$ cat config.mk
export PLATFORM = sky130hd
export DESIGN_NAME = clock_set_ctrl
export DESIGN_NICKNAME = d
export VERILOG_FILES = /design/src/rtl/clock_set_ctrl.sv
export SDC_FILE = /design/constraint.sdc
export NUM_CORES = 1
export LEC_CHECK = 0
export BUFFER_PORTS_ARGS = -buffer_cell sky130_fd_sc_hd__buf_2
export CAP_MARGIN = 0
export CORE_ASPECT_RATIO = 0.9
export CORE_MARGIN = 1.5
export CORE_UTILIZATION = 53
export CTS_CLUSTER_DIAMETER = 100
export CTS_CLUSTER_SIZE = 20
export DETAILED_ROUTE_END_ITERATION = 10
export PLACE_DENSITY = 0.77
export REMOVE_ABC_BUFFERS = 1
export SETUP_SLACK_MARGIN = 0.15
export SYNTH_ARGS = -nofsm -noshare
export SYNTH_HDL_FRONTEND = slang
export SYNTH_SLANG_ARGS = --single-unit
export TNS_END_PERCENT = 10
$ cat constraint.sdc
create_clock -name clk -period 2.1 [get_ports clk]
set_input_delay 0 -clock clk [delete_from_list [all_inputs] [get_ports clk]]
set_output_delay 0 -clock clk [all_outputs]
set_load 0.005 [all_outputs]
$ cat src/rtl/clock_set_ctrl.sv
// Front-panel set controller: display mode select, hour/minute/second edit
// sequence and one-cycle commit strobes to the RTC, alarm or timer preset.
module clock_set_ctrl #(
  parameter int IDLE_TIMEOUT = 30,
  parameter int TO_W         = 5
) (
  input  logic       clk,
  input  logic       rst,
  input  logic       tick_1hz,
  input  logic       btn_mode,
  input  logic       btn_set,
  input  logic       btn_inc,
  input  logic       btn_dec,
  input  logic [4:0] cur_hr,
  input  logic [5:0] cur_min,
  input  logic [5:0] cur_sec,
  output logic [1:0] mode_sel,
  output logic [1:0] edit_field,
  output logic       blink,
  output logic [4:0] set_hr,
  output logic [5:0] set_min,
  output logic [5:0] set_sec,
  output logic       rtc_load,
  output logic       alarm_load,
  output logic       timer_load
);

  typedef enum logic [2:0] {
    VIEW     = 3'd0,
    EDIT_HR  = 3'd1,
    EDIT_MIN = 3'd2,
    EDIT_SEC = 3'd3,
    COMMIT   = 3'd4
  } state_t;

  localparam logic [1:0] MODE_RTC   = 2'b00;
  localparam logic [1:0] MODE_SW    = 2'b01;
  localparam logic [1:0] MODE_TIMER = 2'b10;
  localparam logic [1:0] MODE_ALARM = 2'b11;
  localparam logic [TO_W-1:0] TIMEOUT_VAL = TO_W'(IDLE_TIMEOUT);

  state_t          state, state_nx;
  logic [1:0]      mode_nx, target, target_nx;
  logic [4:0]      hr_nx, al_hr, al_hr_nx, tm_hr, tm_hr_nx, hr_cap;
  logic [5:0]      min_nx, sec_nx, al_min, al_min_nx, al_sec, al_sec_nx;
  logic [5:0]      tm_min, tm_min_nx, tm_sec, tm_sec_nx;
  logic [TO_W-1:0] idle_cnt, idle_nx, idle_inc;
  logic            blink_nx, one_step;

  // Modular field arithmetic; out-of-range inputs collapse into range.
  function automatic logic [4:0] hr_up(input logic [4:0] v);
    return (v >= 5'd23) ? 5'd0 : v + 5'd1;
  endfunction

  function automatic logic [4:0] hr_down(input logic [4:0] v);
    return (v == 5'd0 || v > 5'd23) ? 5'd23 : v - 5'd1;
  endfunction

  function automatic logic [5:0] ms_up(input logic [5:0] v);
    return (v >= 6'd59) ? 6'd0 : v + 6'd1;
  endfunction

  function automatic logic [5:0] ms_down(input logic [5:0] v);
    return (v == 6'd0 || v > 6'd59) ? 6'd59 : v - 6'd1;
  endfunction

  assign hr_cap   = (cur_hr > 5'd23) ? 5'd23 : cur_hr;
  assign idle_inc = idle_cnt + 1'b1;
  assign one_step = btn_inc ^ btn_dec;

  always_ff @(posedge clk) begin
    if (rst) begin
      state    <= VIEW;
      mode_sel <= MODE_RTC;
      target   <= MODE_RTC;
      set_hr   <= '0;
      set_min  <= '0;
      set_sec  <= '0;
      al_hr    <= '0;
      al_min   <= '0;
      al_sec   <= '0;
      tm_hr    <= '0;
      tm_min   <= '0;
      tm_sec   <= '0;
      idle_cnt <= '0;
      blink    <= 1'b0;
    end else begin
      state    <= state_nx;
      mode_sel <= mode_nx;
      target   <= target_nx;
      set_hr   <= hr_nx;
      set_min  <= min_nx;
      set_sec  <= sec_nx;
      al_hr    <= al_hr_nx;
      al_min   <= al_min_nx;
      al_sec   <= al_sec_nx;
      tm_hr    <= tm_hr_nx;
      tm_min   <= tm_min_nx;
      tm_sec   <= tm_sec_nx;
      idle_cnt <= idle_nx;
      blink    <= blink_nx;
    end
  end

  always_comb begin
    state_nx  = state;
    mode_nx   = mode_sel;
    target_nx = target;
    hr_nx     = set_hr;
    min_nx    = set_min;
    sec_nx    = set_sec;
    al_hr_nx  = al_hr;
    al_min_nx = al_min;
    al_sec_nx = al_sec;
    tm_hr_nx  = tm_hr;
    tm_min_nx = tm_min;
    tm_sec_nx = tm_sec;
    idle_nx   = idle_cnt;
    blink_nx  = blink;
    case (state)
      VIEW: begin
        blink_nx = 1'b0;
        if (btn_mode) begin
          mode_nx = mode_sel + 2'd1;
        end else if (btn_set && mode_sel != MODE_SW) begin
          target_nx = mode_sel;
          state_nx  = EDIT_HR;
          idle_nx   = '0;
          blink_nx  = 1'b1;
          case (mode_sel)
            MODE_TIMER: begin hr_nx = tm_hr; min_nx = tm_min; sec_nx = tm_sec; end
            MODE_ALARM: begin hr_nx = al_hr; min_nx = al_min; sec_nx = al_sec; end
            default:    begin hr_nx = hr_cap; min_nx = cur_min; sec_nx = cur_sec; end
          endcase
        end
      end
      EDIT_HR, EDIT_MIN, EDIT_SEC: begin
        if (btn_mode) begin
          state_nx = VIEW;
          idle_nx  = '0;
          blink_nx = 1'b0;
        end else if (btn_set) begin
          idle_nx = '0;
          case (state)
            EDIT_HR:  state_nx = EDIT_MIN;
            EDIT_MIN: state_nx = EDIT_SEC;
            default: begin
              state_nx = COMMIT;
              blink_nx = 1'b0;
            end
          endcase
        end else if (btn_inc || btn_dec) begin
          // Simultaneous inc+dec only counts as activity.
          idle_nx = '0;
          if (one_step) begin
            blink_nx = 1'b1;
            case (state)
              EDIT_HR:  hr_nx  = btn_inc ? hr_up(set_hr)   : hr_down(set_hr);
              EDIT_MIN: min_nx = btn_inc ? ms_up(set_min)  : ms_down(set_min);
              default:  sec_nx = btn_inc ? ms_up(set_sec)  : ms_down(set_sec);
            endcase
          end
        end else if (tick_1hz) begin
          if (idle_inc == TIMEOUT_VAL) begin
            state_nx = VIEW;
            idle_nx  = '0;
            blink_nx = 1'b0;
          end else begin
            idle_nx  = idle_inc;
            blink_nx = ~blink;
          end
        end
      end
      COMMIT: begin
        state_nx = VIEW;
        blink_nx = 1'b0;
        if (target == MODE_ALARM) begin
          al_hr_nx = set_hr; al_min_nx = set_min; al_sec_nx = set_sec;
        end else if (target == MODE_TIMER) begin
          tm_hr_nx = set_hr; tm_min_nx = set_min; tm_sec_nx = set_sec;
        end
      end
      default: begin
        state_nx = VIEW;
        blink_nx = 1'b0;
      end
    endcase
  end

  always_comb begin
    case (state)
      EDIT_HR:  edit_field = 2'd1;
      EDIT_MIN: edit_field = 2'd2;
      EDIT_SEC: edit_field = 2'd3;
      default:  edit_field = 2'd0;
    endcase
  end

  assign rtc_load   = (state == COMMIT) && (target == MODE_RTC);
  assign alarm_load = (state == COMMIT) && (target == MODE_ALARM);
  assign timer_load = (state == COMMIT) && (target == MODE_TIMER);

endmodule

* After elaboration in Yosys (flattened, before gate mapping) *
Cells that the tools add are included.

storage, ports and cells
  bits of input ports = 24
  output and inout port bits = 25
  word-level logic and storage cells = 149
  bits in registers = 64

operators by class
  muxes and demuxes = 65
  $add $sub $neg = 8
  bitwise logic cells = 4
  eq/ne operators = 25
  order comparisons = 7
  reduce and logical (&&, ||, !) cells = 26

operators by type and width
  operator                                                             number
  6-bit 2-to-1 mux                                                     20
  5-bit 2-to-1 mux                                                     18
  6-bit one-hot mux with 2 select lines                                4
  5-bit one-hot mux with 2 select lines                                3
  8-bit AND reduction                                                  3
  3-bit 2-to-1 mux                                                     7
  2-bit inequality test (second input constant)                        9
  4-bit inequality test (second input constant)                        4
  6-bit by 1-bit adder with 6-bit output (second input constant)       2
  6-bit >= comparator (second input constant)                          2
  6-bit > comparator (second input constant)                           2
  6-bit zero test                                                      2
  3-bit one-hot mux with 2 select lines                                2
  6-bit by 1-bit subtractor with 6-bit output (second input constant)  2
  5-bit by 1-bit adder with 5-bit output (second input constant)       2
  5-bit > comparator (second input constant)                           2
  5-bit inequality test (second input constant)                        2
  1-bit 2-to-1 mux                                                     9
  3-bit AND reduction                                                  3
  2-bit == test (second input constant)                                4
  3-bit by 2-bit == test with 1-bit output (second input constant)     2
  2-bit one-hot mux with 3 select lines                                1
  5-bit == test (second input constant)                                1
  5-bit >= comparator (second input constant)                          1
  19 further kinds                                                     28

* Longest topological paths before layout *
  word-level depth = 10
  gate-level depth with buffers = 10
  mapped depth without buffers = 7

* Worst setup path after synthesis *
No wires, ideal clock.

  path type = input port to flip-flop
  from = in btn_inc
  to = reg set_min[5]
  setup time = 0.096 ns
  required time = 2.004 ns
  stages on the path = 9
  path slack = 0.075 ns
  path buffers = 3
  arrival = 1.930 ns
  path through = clkbuf_1 -> inv_1 -> clkbuf_1 -> ha_1 -> nor4b_2 -> mux2i_1 -> or3_1 -> buf_2 -> o41ai_2

on the way
  cells in the longest elaborated chain, start to end = 7
  elaborated cells on any way between the ends = 12
  those cells by class = eq/ne (2); mux (7); bitwise (1); reduce/logical (2)

ends and longest elaborated chain
  element                                line  RTL
  start: declaration                     12    input logic btn_inc,
  6-bit 2-to-1 mux                       159   EDIT_MIN: min_nx = btn_inc ? ms_up(set_min) : ms_down(set_min);
  6-bit 2-to-1 mux                       157   case (state)
  6-bit 2-to-1 mux                       155   if (one_step) begin
  6-bit 2-to-1 mux                       152   end else if (btn_inc || btn_dec) begin
  6-bit 2-to-1 mux                       142   end else if (btn_set) begin
  6-bit 2-to-1 mux                       138   if (btn_mode) begin
  6-bit one-hot mux with 2 select lines  120   case (state)
  end signal: assignment                 92    set_min <= min_nx;
  end: declaration                       21    output logic [5:0] set_min,

Several ways; a longest one is shown, not always the timed one. The select of a mux whose other input is x is not followed.
A chain may end at the register's enable or synchronous reset.

* Worst setup path in the final report *
  from = reg mode_sel[0]
  to = reg idle_cnt[4]

on the way
  cells in the longest elaborated chain, start to end = 4

ends and longest elaborated chain
  element                                           line  RTL
  start: declaration                                17    output logic [1:0] mode_sel,
  start signal: assignment                          89    mode_sel <= mode_nx;
  2-bit by 1-bit inequality test with 1-bit output  125   end else if (btn_set && mode_sel != MODE_SW) begin
  1-bit logical AND                                 125
  2-bit inequality test (no source line)            --
  4-bit AND reduction (no source line)              --
  end signal: assignment                            100   idle_cnt <= idle_nx;
  end: declaration                                  47    logic [TO_W-1:0] idle_cnt, idle_nx, idle_inc;

No other way between the ends.

==> reports/results.txt <==
For the max-slew headroom at the worst pin, the log shows 59.4%. Once layout is done, the placed cells without fillers occupy 4670 um^2. The signal on the critical path passes through ha_1 -> nor3b_4 -> o31a_2 -> o21ai_2 -> or4_1 -> a21oi_1. The run gives 18200 um as the wire length of the first global-routing pass.

The adder and majority gate portion of the synthesized area came out at 4.70%. The tool flagged a number of max-cap violations equal to 0. The clock tree skew after final layout is 0.00750 ns. The dominant combinational cell family by area after synthesis is compound AO/OA/AOI/OAI gates. Mux share of post-synthesis cell area: 0.502%. Among all flip-flop cells after synthesis, the most frequent one is sky130_fd_sc_hd__dfxtp_1.

Synthesis inferred 64 register bits. The pre-antenna-repair detailed-routing pass consisted of 5 iterations. Once placement completed, the tool counted placed cells totaling 665. The share of layout cells above drive strength 1 was 19.0%; the buffer levels on the longest clock path was 2. Of the total synthesized cell area, the portion taken by AND, OR, NAND and NOR gates is 25.3%. Averaged over all synthesized cells, the footprint is 7.46 um^2. The worst setup path is launched from a flop.

The run gives 1280 um^2 as the area used by sequential logic in the layout. In the final timing run, aggregate negative setup slack is 0 ns. The tools report the cell chosen for the clock root as sky130_fd_sc_hd__clkbuf_8. The count of antenna-violating nets left after detailed routing is 0, and the share of flip-flops with an asynchronous set or reset is 0%.

The tools report the area of the multi-input gates as 2480 um^2. Setup repair after global routing could not meet its margin everywhere. In the final routed layout, each cell accounts on average for 16.3 um. Count of final max-slew check failures: 0. The non-filler instance count after layout is 683.

Setup violations remaining at the end of the flow were counted as 0. The tools report the antenna diode count as 0. Summing the areas of all xor and xnor instances in the mapped netlist gives 2.19% of the synthesized area. The critical path's largest stage delay was 0.52 ns. On the final layout, the worst hold slack is 0.0206 ns.

For the number of primary I/O pins, the log shows 49. For the total clock buffers created by CTS, the log shows 9. The weighted congestion reported at the end of routability-driven placement is 0.951. The critical path class is flop to flop. After synthesis, flip-flops and latches occupy 32.1% of the total area. Yosys mapped a number of flops with a built-in enable equal to 0. In the routed design, unresolved DRC markers number 0. VDD sags by at most 470 uV.

The slowest stage of the critical path belongs to the cell sky130_fd_sc_hd__or4_1. Leaving out fill and tap cells, the most frequent cells in the layout are 107 x sky130_fd_sc_hd__nand2_1, 74 x sky130_fd_sc_hd__a21oi_1, 64 x sky130_fd_sc_hd__dfxtp_1, 48 x sky130_fd_sc_hd__buf_2, 34 x sky130_fd_sc_hd__buf_4. After legalization and detailed placement, the total HPWL measured 7640 um.

The total wirelength of the detailed-routed design is 11100 um. Initial antenna violation count: 0. The number of global-route vias before repair was 3815; the power per standard cell area was 655 nW/um^2. Summing all placed instances gives a cell area of 4420 um^2. The tools report the data arrival time of the worst path as 2.23 ns. The number of buffers and inverters on the critical path is 0, and the slew of the pin with the lowest slew margin is 0.610 ns. The logs give 4230 for the via count and 632 for the number of fill cells.

After floorplanning, the core was sized to cover 7180 um^2. The horizontal die dimension was 94.5 um; the cell area after synthesis was 3990 um^2. Summed over all layers, the global routing overflow is 0. The register clock-pin slew on the reported worst setup and hold paths is 0.07 ns. TritonCTS built the clock tree. At the placement stage, the worst setup path has a slack of 0.156 ns. The number of standard-cell rows in the floorplan was 29.

In the synthesized netlist, the number of instances is 535. Summed over all cells, the static leakage comes to 1.77 nW. The routed design could run at a clock period as short as 1.95 ns.

Count of clock tree sinks: 64. For the global router's overall resource usage, the log shows 28.6%. Counting distinct cell types in the post-synthesis netlist gives 66. Data on the critical path is required at its endpoint by 2.38 ns. Along the worst path, the maximum fanout reaches 6.

The compound-gate portion of the synthesized area came out at 29.1%. Static timing analysis puts the maximum clock frequency at 0.514 GHz. Leaving out fill and tap cells, the most frequent cell in the layout is sky130_fd_sc_hd__nand2_1. The worst path setup slack after routing is 0.153 ns. For this run, the share of the core covered by cells in the final layout is 65.0%.

The Yosys step of the flow raised 0 warnings. Port buffering added 48 buffers. The count of final hold-check violations was 0.

After detailed routing, the number of vias per cell comes to 6.19. The synthesis-to-layout area growth was 17.0%. Entering global routing, the biggest net connects 35 pins. In this run the worst hold path is classified as input port to flop. The run finished with clean final reports. Measured along the y axis, the die boundary spans 85.3 um. For this configuration, the core starts out at a cell density of 55.6%. Buffers added to address setup during post-CTS repair amount to 0. The net count of the finished layout is 624.

The area of the die is 8060 um^2. The final critical-path share of the clock period works out to 92.7%. The family with the most delay on the worst path is simple AND/OR/NAND/NOR gates. The H-tree generated during clock tree synthesis spans 3 levels.

The worst setup path is captured at a flop. For this block, the initial DRC count from the detailed router was 366. Total power for the finished layout comes to 3.06 mW.

The later-pin clock latency in the skew report came out at 0.34 ns.
worst min-delay path: cells and delay by family:
kind | cells | cell delay [ns]
compound gates | 2 | 0.26
buf+inv | 1 | 0.08
worst paths after layout:
check              start           to  slack [ns]  cells after the start
max          mode_sel[0]  idle_cnt[4]        0.15                      6
max reg2reg  mode_sel[0]  idle_cnt[4]        0.15                      6
min           cur_min[5]   set_min[5]        0.02                      3
min reg2reg    al_min[4]    al_min[4]        0.46                      2
timing repair:
action	CTS	global route
setup endpoints to repair	2	13
gates resized for setup	0	3
hold buffers	2	0
hold endpoints to repair	2	0
power by group:
group | total, mW | internal (mW) | switching [mW]
sequential | 1.30 | 1.25 | 0.0567
clock | 1.14 | 0.664 | 0.476
combinational | 0.618 | 0.264 | 0.354
total | 3.06 | 2.17 | 0.886
cells in the mapped netlist (3+ instances only):
cell	instances	share of area [%]
sky130_fd_sc_hd__clkbuf_1	37	3.5
sky130_fd_sc_hd__nand4b_1	4	0.88
sky130_fd_sc_hd__and3_1	3	0.47
sky130_fd_sc_hd__a211oi_1	6	1.1
sky130_fd_sc_hd__nor3_1	13	1.6
sky130_fd_sc_hd__a22oi_1	7	1.3
sky130_fd_sc_hd__inv_1	15	1.4
sky130_fd_sc_hd__a31oi_1	4	0.63
sky130_fd_sc_hd__nor3b_1	6	1.1
sky130_fd_sc_hd__buf_2	6	0.75
sky130_fd_sc_hd__o21ai_0	19	2.4
sky130_fd_sc_hd__nor2b_1	9	1.4
sky130_fd_sc_hd__nor2_1	22	2.1
sky130_fd_sc_hd__nand4_1	5	0.78
sky130_fd_sc_hd__a221oi_1	11	2.4
sky130_fd_sc_hd__o211ai_1	8	1.5
sky130_fd_sc_hd__a21oi_1	74	9.3
sky130_fd_sc_hd__o311ai_0	3	0.66
sky130_fd_sc_hd__xor2_1	4	0.88
sky130_fd_sc_hd__and4b_1	3	0.75
sky130_fd_sc_hd__a32oi_1	4	0.88
sky130_fd_sc_hd__a311oi_1	3	0.66
sky130_fd_sc_hd__o21ba_2	3	0.75
sky130_fd_sc_hd__xnor2_1	6	1.3
sky130_fd_sc_hd__nand3b_1	3	0.56
sky130_fd_sc_hd__dfxtp_1	64	32
sky130_fd_sc_hd__or3_1	4	0.63
sky130_fd_sc_hd__a32o_1	5	1.3
sky130_fd_sc_hd__nand2_1	107	10
sky130_fd_sc_hd__ha_1	15	4.7
sky130_fd_sc_hd__nand3_1	14	1.8
cells by family (layout without fill, tap and decap cells):
| family | count (synthesis) | in the layout |
|---|---|---|
| multiplexers | 2 | 2 |
| buffers and inverters | 62 | 117 |
| AO/OA/AOI/OAI | 175 | 175 |
| XOR/XNOR | 10 | 10 |
| adder cells (fa/ha/maj) | 15 | 15 |
| AND/OR/NAND/NOR | 207 | 207 |
| flip-flops | 64 | 64 |
sequential cells by signal, indices dropped and copies added, names as in the netlist, 6 cells and up:
signal / cells
tm_min: 6
tm_sec: 6
set_sec: 6
al_sec: 6
set_min: 6
al_min: 6
area by class of cell:
type	count	area share (%)
well taps	93	2.49
clock buffers	10	2.73
repair buffers	84	11.0
flip-flops and latches	64	27.4
multi-input cells	409	53.1
clock inverters	6	1.79
inverters	17	1.45
layer usage:
layer	up-vias	share of wire [%]	global-route usage (%)
met5	-	0	0
met4	0	1.1	8.55
met3	10	7.9	6.72
met2	175	48	46.8
met1	2006	43	37.3
li1	2039	-	-
(Power assumes the default switching activity.)
